`src/rtl/serial_sub_ctrl_pkg.sv`:
```
// Shared types and sizing helpers for the bit-serial subtractor controller.
package serial_sub_pkg;

  typedef enum logic [1:0] {
    ST_IDLE = 2'd0,
    ST_RUN  = 2'd1,
    ST_DONE = 2'd2
  } state_t;

  localparam int DEFAULT_WIDTH = 8;

  // Bit counter only has to reach WIDTH-1, and it must be at least one bit wide.
  function automatic int cntWidth(input int w);
    return (w > 2) ? $clog2(w) : 1;
  endfunction

  localparam int CNT_W = cntWidth(DEFAULT_WIDTH);

endpackage

```
`src/rtl/serial_sub_ctrl_if.sv`:
```
// Request/result handshake bundle between operand source, controller and consumer.
interface serial_sub_ctrl_if #(
  parameter int WIDTH = 8
);
  logic             start_valid;
  logic             start_ready;
  logic [WIDTH-1:0] a;
  logic [WIDTH-1:0] b;
  logic             bin;
  logic             res_valid;
  logic             res_ready;
  logic [WIDTH-1:0] diff;
  logic             bout;
  logic             zero;
  logic             busy;

  modport master (
    output start_valid, a, b, bin, res_ready,
    input  start_ready, res_valid, diff, bout, zero, busy
  );

  modport slave (
    input  start_valid, a, b, bin, res_ready,
    output start_ready, res_valid, diff, bout, zero, busy
  );
endinterface

```
`src/rtl/serial_sub_ctrl_fs_bit_cell.sv`:
```
// Combinational 1-bit full subtractor: the only arithmetic in the serial datapath.
module fs_bit_cell (
  input  logic x,
  input  logic y,
  input  logic bi,
  output logic d,
  output logic bo
);
  assign d  = x ^ y ^ bi;
  assign bo = (~x & (y ^ bi)) | (y & bi);
endmodule

```
`src/rtl/serial_sub_ctrl.sv`:
```
// Bit-serial N-bit subtractor: one full-subtractor cell is reused LSB first,
// with the running borrow held in a register between bits.
module serial_sub_ctrl
  import serial_sub_pkg::*;
#(
  parameter int WIDTH = DEFAULT_WIDTH
) (
  input  logic              clk,
  input  logic              rst_n,
  serial_sub_ctrl_if.slave  ctrl
);
  localparam int CW = cntWidth(WIDTH);

  state_t           r_state;
  logic [WIDTH-1:0] r_aSh;
  logic [WIDTH-1:0] r_bSh;
  logic [WIDTH-1:0] r_resSh;
  logic             r_borrow;
  logic [CW-1:0]    r_cnt;
  logic [WIDTH-1:0] r_diff;
  logic             r_bout;
  logic             r_zero;
  logic             r_startReady;
  logic             r_resValid;
  logic             r_busy;

  logic             w_d;
  logic             w_bo;
  logic [WIDTH-1:0] w_resNext;

  fs_bit_cell u_cell (
    .x  (r_aSh[0]),
    .y  (r_bSh[0]),
    .bi (r_borrow),
    .d  (w_d),
    .bo (w_bo)
  );

  assign w_resNext = {w_d, r_resSh[WIDTH-1:1]};

  // Results are published only on the final bit, so diff/bout/zero keep the
  // previous answer while a new subtraction is still shifting through.
  always_ff @(posedge clk or negedge rst_n) begin
    if (!rst_n) begin
      r_state      <= ST_IDLE;
      r_aSh        <= '0;
      r_bSh        <= '0;
      r_resSh      <= '0;
      r_borrow     <= 1'b0;
      r_cnt        <= '0;
      r_diff       <= '0;
      r_bout       <= 1'b0;
      r_zero       <= 1'b0;
      r_startReady <= 1'b1;
      r_resValid   <= 1'b0;
      r_busy       <= 1'b0;
    end else begin
      case (r_state)
        ST_IDLE: begin
          if (ctrl.start_valid) begin
            r_aSh        <= ctrl.a;
            r_bSh        <= ctrl.b;
            r_borrow     <= ctrl.bin;
            r_cnt        <= '0;
            r_state      <= ST_RUN;
            r_startReady <= 1'b0;
            r_busy       <= 1'b1;
          end
        end
        ST_RUN: begin
          r_resSh  <= w_resNext;
          r_borrow <= w_bo;
          r_aSh    <= {1'b0, r_aSh[WIDTH-1:1]};
          r_bSh    <= {1'b0, r_bSh[WIDTH-1:1]};
          r_cnt    <= r_cnt + CW'(1);
          if (r_cnt == CW'(WIDTH - 1)) begin
            r_diff     <= w_resNext;
            r_bout     <= w_bo;
            r_zero     <= (w_resNext == '0);
            r_state    <= ST_DONE;
            r_resValid <= 1'b1;
          end
        end
        ST_DONE: begin
          if (ctrl.res_ready) begin
            r_state      <= ST_IDLE;
            r_resValid   <= 1'b0;
            r_startReady <= 1'b1;
            r_busy       <= 1'b0;
          end
        end
        default: begin
          r_state      <= ST_IDLE;
          r_resValid   <= 1'b0;
          r_startReady <= 1'b1;
          r_busy       <= 1'b0;
        end
      endcase
    end
  end

  assign ctrl.start_ready = r_startReady;
  assign ctrl.res_valid   = r_resValid;
  assign ctrl.diff        = r_diff;
  assign ctrl.bout        = r_bout;
  assign ctrl.zero        = r_zero;
  assign ctrl.busy        = r_busy;

endmodule

```
`src/flat_wrapper.sv`:
```
// flat-port wrapper written by rule: the top's interface ports become plain ports
module serial_sub_ctrl_flat import serial_sub_pkg::*;
#(
  parameter int WIDTH = DEFAULT_WIDTH
)
  (clk, rst_n, ctrl_start_valid, ctrl_a, ctrl_b, ctrl_bin, ctrl_res_ready, ctrl_start_ready, ctrl_res_valid, ctrl_diff, ctrl_bout, ctrl_zero, ctrl_busy);
  serial_sub_ctrl_if #(.WIDTH(WIDTH)) ctrl_i ();
  input  logic clk;
  input  logic rst_n;
  input wire logic [$bits(ctrl_i.start_valid)-1:0] ctrl_start_valid;
  input wire logic [$bits(ctrl_i.a)-1:0] ctrl_a;
  input wire logic [$bits(ctrl_i.b)-1:0] ctrl_b;
  input wire logic [$bits(ctrl_i.bin)-1:0] ctrl_bin;
  input wire logic [$bits(ctrl_i.res_ready)-1:0] ctrl_res_ready;
  output wire logic [$bits(ctrl_i.start_ready)-1:0] ctrl_start_ready;
  output wire logic [$bits(ctrl_i.res_valid)-1:0] ctrl_res_valid;
  output wire logic [$bits(ctrl_i.diff)-1:0] ctrl_diff;
  output wire logic [$bits(ctrl_i.bout)-1:0] ctrl_bout;
  output wire logic [$bits(ctrl_i.zero)-1:0] ctrl_zero;
  output wire logic [$bits(ctrl_i.busy)-1:0] ctrl_busy;
  assign ctrl_i.start_valid = ctrl_start_valid;
  assign ctrl_i.a = ctrl_a;
  assign ctrl_i.b = ctrl_b;
  assign ctrl_i.bin = ctrl_bin;
  assign ctrl_i.res_ready = ctrl_res_ready;
  assign ctrl_start_ready = ctrl_i.start_ready;
  assign ctrl_res_valid = ctrl_i.res_valid;
  assign ctrl_diff = ctrl_i.diff;
  assign ctrl_bout = ctrl_i.bout;
  assign ctrl_zero = ctrl_i.zero;
  assign ctrl_busy = ctrl_i.busy;
  serial_sub_ctrl #(.WIDTH(WIDTH)) u_core (.clk(clk), .rst_n(rst_n), .ctrl(ctrl_i));
endmodule
```
`config.mk`:
```
export PLATFORM = sky130hd
export DESIGN_NAME = serial_sub_ctrl_flat
export DESIGN_NICKNAME = d
export VERILOG_FILES = /design/src/rtl/serial_sub_ctrl_pkg.sv /design/src/rtl/serial_sub_ctrl_if.sv /design/src/rtl/serial_sub_ctrl_fs_bit_cell.sv /design/src/rtl/serial_sub_ctrl.sv /design/src/flat_wrapper.sv
export SDC_FILE = /design/constraint.sdc
export NUM_CORES = 1
export LEC_CHECK = 0
export CAP_MARGIN = 40
export CORE_MARGIN = 3
export CORE_UTILIZATION = 45
export DETAILED_ROUTE_END_ITERATION = 16
export GPL_TIMING_DRIVEN = 0
export PLACE_DENSITY = 0.74
export SLEW_MARGIN = 20
export SYNTH_ARGS = -nofsm -noshare
export SYNTH_HDL_FRONTEND = slang
export SYNTH_SLANG_ARGS = --single-unit
```
`constraint.sdc`:
```
create_clock -name clk -period 1.7 [get_ports clk]
set_clock_uncertainty 0.15 [all_clocks]
set_input_delay 0.34 -clock clk [delete_from_list [all_inputs] [get_ports clk]]
set_output_delay 0.34 -clock clk [all_outputs]
set_load 0.05 [all_outputs]
```
# Word level (Yosys, flattened, before mapping)
# Index checks and enable logic that the tools add are counted.
# totals
in_bits	21
ff_bits	43
wordCells	56
out_inout_bits	13
# classes
addsub	1
bitwise	9
reduce_logical	8
mux	20
eq_ne	6
# op_table
operator	n
one-hot mux 8 bit (2 select lines)	2
two-way mux 8 bit	2
one-hot mux 1 bit (3 select lines)	3
AND reduction 3 bit	3
logical NOT 8 bit	1
two-way mux 1 bit	6
two-way mux 2 bit	3
one-hot mux 2 bit (3 select lines)	1
one-hot mux 3 bit (2 select lines)	1
inequality test 2 bit, second input constant	2
AND reduction 2 bit	2
adder 3 x 1 -> 3 bit, second input constant	1
equality test 3 bit, second input constant	1
two-way mux 3 bit	1
inverter 1 bit	3
bitwise XOR 1 bit	3
AND 1 bit	2
equality test 2 x 1 -> 1 bit, second input constant	1
equality test 2 bit, second input constant	1
logical NOT 2 bit	1
inequality test 2 x 1 -> 1 bit, second input constant	1
one-hot mux 1 bit (2 select lines)	1
nonzero test 2 bit	1
bitwise OR 1 bit	1

# Longest topological paths before layout
# depth
word_depth	4
depth_mapped	6
mapped_depth_nobuf	5

# Modules after synthesis
# Synthesis repeated with hierarchy kept, for this count alone.
# hier_totals
hier_cells	151
area_unflattened_um2	1828.0
# modules_own_cells
module	instances	cells_each	seq_area_each_um2	area_per_inst_um2
serial_sub_ctrl	1	148	1052.3	1800.5
fs_bit_cell	1	3	0.0	27.5

# Least setup slack after synthesis
# Ideal clock, no wire load.
# synth_timing
kind	reg-to-reg
from	register u_core.r_cnt[0]
to	register u_core.r_bout (netlist: u_core.ctrl.bout)
setup_time_ns	0.125
period_less_slack_ns	1.721
path_buffers	1
path_stages_with_launch	6
slack_ns	-0.021
t_arrival_ns	1.447
required_time_ns	1.425
cell_sequence	dfrtp_1 -> ha_1 -> ha_1 -> nand3b_1 -> buf_2 -> mux2_2
# synth_via
elab_chain_cells	2
# synth_rtl
item	line_no	rtl
start: declaration	serial_sub_ctrl.sv:19	logic [CW-1:0] r_cnt;
start signal: assignment	serial_sub_ctrl.sv:75	r_cnt <= r_cnt + CW'(1);
equality test 3 bit	serial_sub_ctrl.sv:76	if (r_cnt == CW'(WIDTH - 1)) begin
AND reduction 2 bit (no source line)	-	
end signal: assignment	serial_sub_ctrl.sv:78	r_bout <= w_bo;
end: declaration	serial_sub_ctrl.sv:21	logic r_bout;
# Every way passes these cells.
# A chain may end at the register's enable or synchronous reset.

# Final worst setup path
# layout_timing
from	register u_core.r_bout (netlist: u_core.ctrl.bout)
to	output ctrl_bout
# layout_lines
item	line_no	rtl
end: declaration	flat_wrapper.sv:18	output wire logic [$bits(ctrl_i.bout)-1:0] ctrl_bout;
# No word-level cell between the ends.

==> summary.log <==
[run_status] run status complete, no violations
[worst_setup_path] largest incremental delay on the critical path 0.53 ns
[clocking] total number of clock tree sinks 42
[floorplanning] die outline width 68.3 µm
[yosys] synthesized area per cell 10.7 µm²
[detailed_routing] Wirelength per Cell 14.1 µm
[global_route] aggregate global-route resource usage 18.6%
[power_and_ir_drop] Peak VDD IR 0.967 mV
[floorplanning] Chip Height 68.3 µm
[yosys] nets in the synthesized netlist 187
[yosys] library cell occupying the most area in the post-synthesis netlist dfrtp_1
[floorplanning] count of boundary I/O pins 34
[detailed_routing] total via count in the routed design 1,379
[detailed_routing] Final ANT Viol Nets 0
[final_layout] NumNets Final 233
[placement] placer's final routability congestion estimate 0.838
[hold_path] Worst Hold Endpoint u_core.ctrl.diff[7]
[worst_setup_path] ordered cell list for the critical path dlygate4sd2_1
[detailed_routing] drt pass-1 iters 5
[timing] number of max-slew violations in the final report 0
[floorplanning] Total Die Area 4660 µm²
[timing] hold violation total from the final report 0
[final_layout] ratio of cells with drive above 1 in the final layout 15.8%
[clocking] cell at the root of the clock tree clkbuf_8
[final_layout] filler cell count in the final layout 337
[yosys] most common flop cell mapped by yosys dfrtp_1
[placement] half-perimeter wire length of the detailed placement result 2680 µm
[yosys] Synth top cells by count 42 x nand2_1, 41 x dfrtp_1, 21 x o21ai_0
[global_route] antenna violations before repair 0
[timing] highest clock rate 606 MHz
[yosys] Synth async-reset ratio 100%
[yosys] most numerous cell in the Yosys netlist nand2_1
[floorplanning] floorplan row count 22
[timing] Hold WS 0.329 ns
[timing] slew at the pin with the worst max-slew slack 0.490 ns
[worst_setup_path] Reg2Reg Setup Slack 0.07 ns
[power_and_ir_drop] leakage dissipation 1.04 nW
[global_route] pin count of the biggest net entering global routing 25
[hold_path] launch instance of the worst min-delay path u_core.ctrl.diff[7]
[worst_setup_path] arrival time at the worst endpoint 1.16 ns
[yosys] #FFs+latches synth 42
[floorplanning] Initial Util 47.4%
[power_and_ir_drop] power density cells 1800 nW/µm²
[clocking] later-pin clock latency in the skew report 0.29 ns
[clocking] TritonCTS clock tree yes
[yosys] number of enable-type register cells in the synthesized netlist 0
[worst_setup_path] Critical Path Source u_core.ctrl.bout
[worst_setup_path] critical path endpoint category output pin
[timing] Final setup viols 0
[detailed_routing] Post-Route WL 3620 µm
[yosys] share of the synthesized area in the top cell type 58.7%
[global_route] global-route wire length before repair 6350 µm
[clocking] clock edge transition at the registers on the reported setup and hold paths 0.07 ns
[clocking] total CTS buffers 5
[yosys] top cells by area in the synthesized netlist dfrtp_1 59%, nand2_1 9.0%, a22oi_1 6.0%, o21ai_0 6.0%, mux2_2 5.2%
[global_route] via count of the first global-routing pass 1,376
[worst_setup_path] number of cells traversed by the worst register-to-register path 5
[detailed_routing] vias per std cell 5.37
[worst_setup_path] Critical Setup Path Class register to output pin
[timing] setup TNS 0 ns
[yosys] Netlist Area Pre-Place 1750 µm²
[yosys] count of different cell masters after synthesis 23
[detailed_routing] number of DRC markers after the initial detailed-route iteration 110
[global_route] global-route congestion overflow total 0
[final_layout] Synth-to-Final Area Change 30.4%
[final_layout] number of inserted diodes 0
[worst_setup_path] standard cell with the maximum stage delay on the critical path dlygate4sd2_1
[hold_path] WHS Path Cells 2
[worst_setup_path] number of buffers and inverters on the critical path 1
[final_layout] multi-input combinational cell area 661 µm²
[worst_setup_path] startpoint type of the worst setup path register
[final_layout] combined flip-flop and latch cell area 1050 µm²
[floorplanning] standard cell core area 3690 µm²
[yosys] yosys warns 0
[hold_path] kind of path behind the tightest hold check register to register
[clocking] number of H-tree levels 2
[worst_setup_path] required time of the critical path 1.21 ns
[yosys] part of the Yosys area used for sequential elements 60.2%
[worst_setup_path] count of cell instances traversed by the critical path 1
[clocking] worst-case clock buffer depth 2
[worst_setup_path] Crit path max-delay family buffers and inverters
[timing] final period demand of the worst path 1.65 ns
[worst_setup_path] CP Max Fanout 2
[timing] Slew Limit Headroom 67.4%
[job] max-cap viol count 0
[timing] crit share post-route 97.1%
[worst_setup_path] source of the worst register-to-register timing path u_core.r_cnt[0]
[worst_setup_path] end of the worst register-to-register path u_core.ctrl.diff[3]
[yosys] number of instances in the synthesized netlist 163
[detailed_routing] total DRC errors in the routed layout 0
[placement] number of buffers added on ports 33
cell type report:
class                      instances  area share (%)
timing repair buffer              39            16.2
clock buffer                       7            3.35
multi-input combinational        110            29.0
inverter                           1           0.165
buffer                            10            2.42
tap                               48            2.64
sequential                        42            46.2
power by group:
part | total (mW) | leakage (nW) | internal (mW) | switching (mW)
clock network | 0.593 | 0.0383 | 0.283 | 0.310
registers | 1.71 | 0.531 | 1.43 | 0.283
logic | 1.79 | 0.466 | 0.691 | 1.10
total | 4.10 | 1.04 | 2.40 | 1.69
cells by family (layout without fill, tap and decap cells):
group | count (synthesis) | after routing | share of synthesized area, %
buffers and inverters | 11 | 57 | 3.01
AND/OR/NAND/NOR | 55 | 55 | 13.4
flip-flops | 42 | 42 | 60.2
multiplexers | 8 | 8 | 5.16
AO/OA/AOI/OAI | 44 | 44 | 15.6
adder cells (fa/ha/maj) | 3 | 3 | 2.58
layer usage:
metal / track usage [%] / share of wire, %
met1: 23.2 / 42
met2: 31.3 / 51
met3: 5.42 / 5.9
met4: 5.21 / 1.0
met5: 0 / 0
per-stage QoR:
step	util [%]	power [mW]	std cells	setup WS (ns)	cell area, µm²
floorplan	-	2.93	163	0.0184	1750
global route	61.8	4.42	257	-0.0301	2280
finish	61.8	4.10	257	0.0485	2280
detailed placement	58.6	3.56	245	-0.356	2160
global placement	58.0	3.45	244	-0.843	2140
CTS	61.3	4.09	256	0.0119	2260
registers in the layout, summed over array words and instances, names as in the netlist:
register,cells
u_core.r_state,2
u_core.ctrl.zero,1
u_core.ctrl.diff,8
u_core.r_aSh,8
u_core.ctrl.res_valid,1
u_core.r_cnt,3
u_core.ctrl.busy,1
u_core.r_resSh,7
u_core.ctrl.start_ready,1
u_core.r_borrow,1
u_core.ctrl.bout,1
u_core.r_bSh,8
cells in the final DEF (no fill, tap or decap), types with 2 or more instances in the layout:
master | Yosys | routed
nand2b_1 | 2 | 2
nand2_1 | 42 | 42
clkdlybuf4s50_1 | 0 | 19
clkbuf_1 | 5 | 7
o21ai_0 | 21 | 20
clkdlybuf4s15_1 | 0 | 3
buf_4 | 2 | 6
nor2_1 | 4 | 4
clkbuf_2 | 0 | 2
mux2_2 | 8 | 8
dfrtp_1 | 41 | 40
ha_2 | 0 | 2
clkbuf_8 | 0 | 5
a21oi_1 | 4 | 4
a22oi_1 | 14 | 14
a22o_1 | 4 | 4
dlygate4sd2_1 | 0 | 7
buf_2 | 3 | 4
what timing repair did:
item                                   in CTS  in global routing
hold buffers                                1                  0
setup buffers                               3                  1
resized for setup                          21                 11
setup endpoints to repair                  27                 19
endpoints found under the hold margin      17                  0
pin swaps                                   0                  0
how the worst max path moves through the flow:
stage                       end  slack [ns]
4_1_cts          ctrl_res_valid        0.01
3_5_place_dp    u_core.r_bSh[5]       -0.36
6_report              ctrl_bout        0.05
5_1_grt        u_core.ctrl.zero       -0.03
3_3_place_gp    u_core.r_bSh[4]       -0.84
2_1_floorplan  u_core.ctrl.bout        0.02
Power figures use the tool's default switching activity.
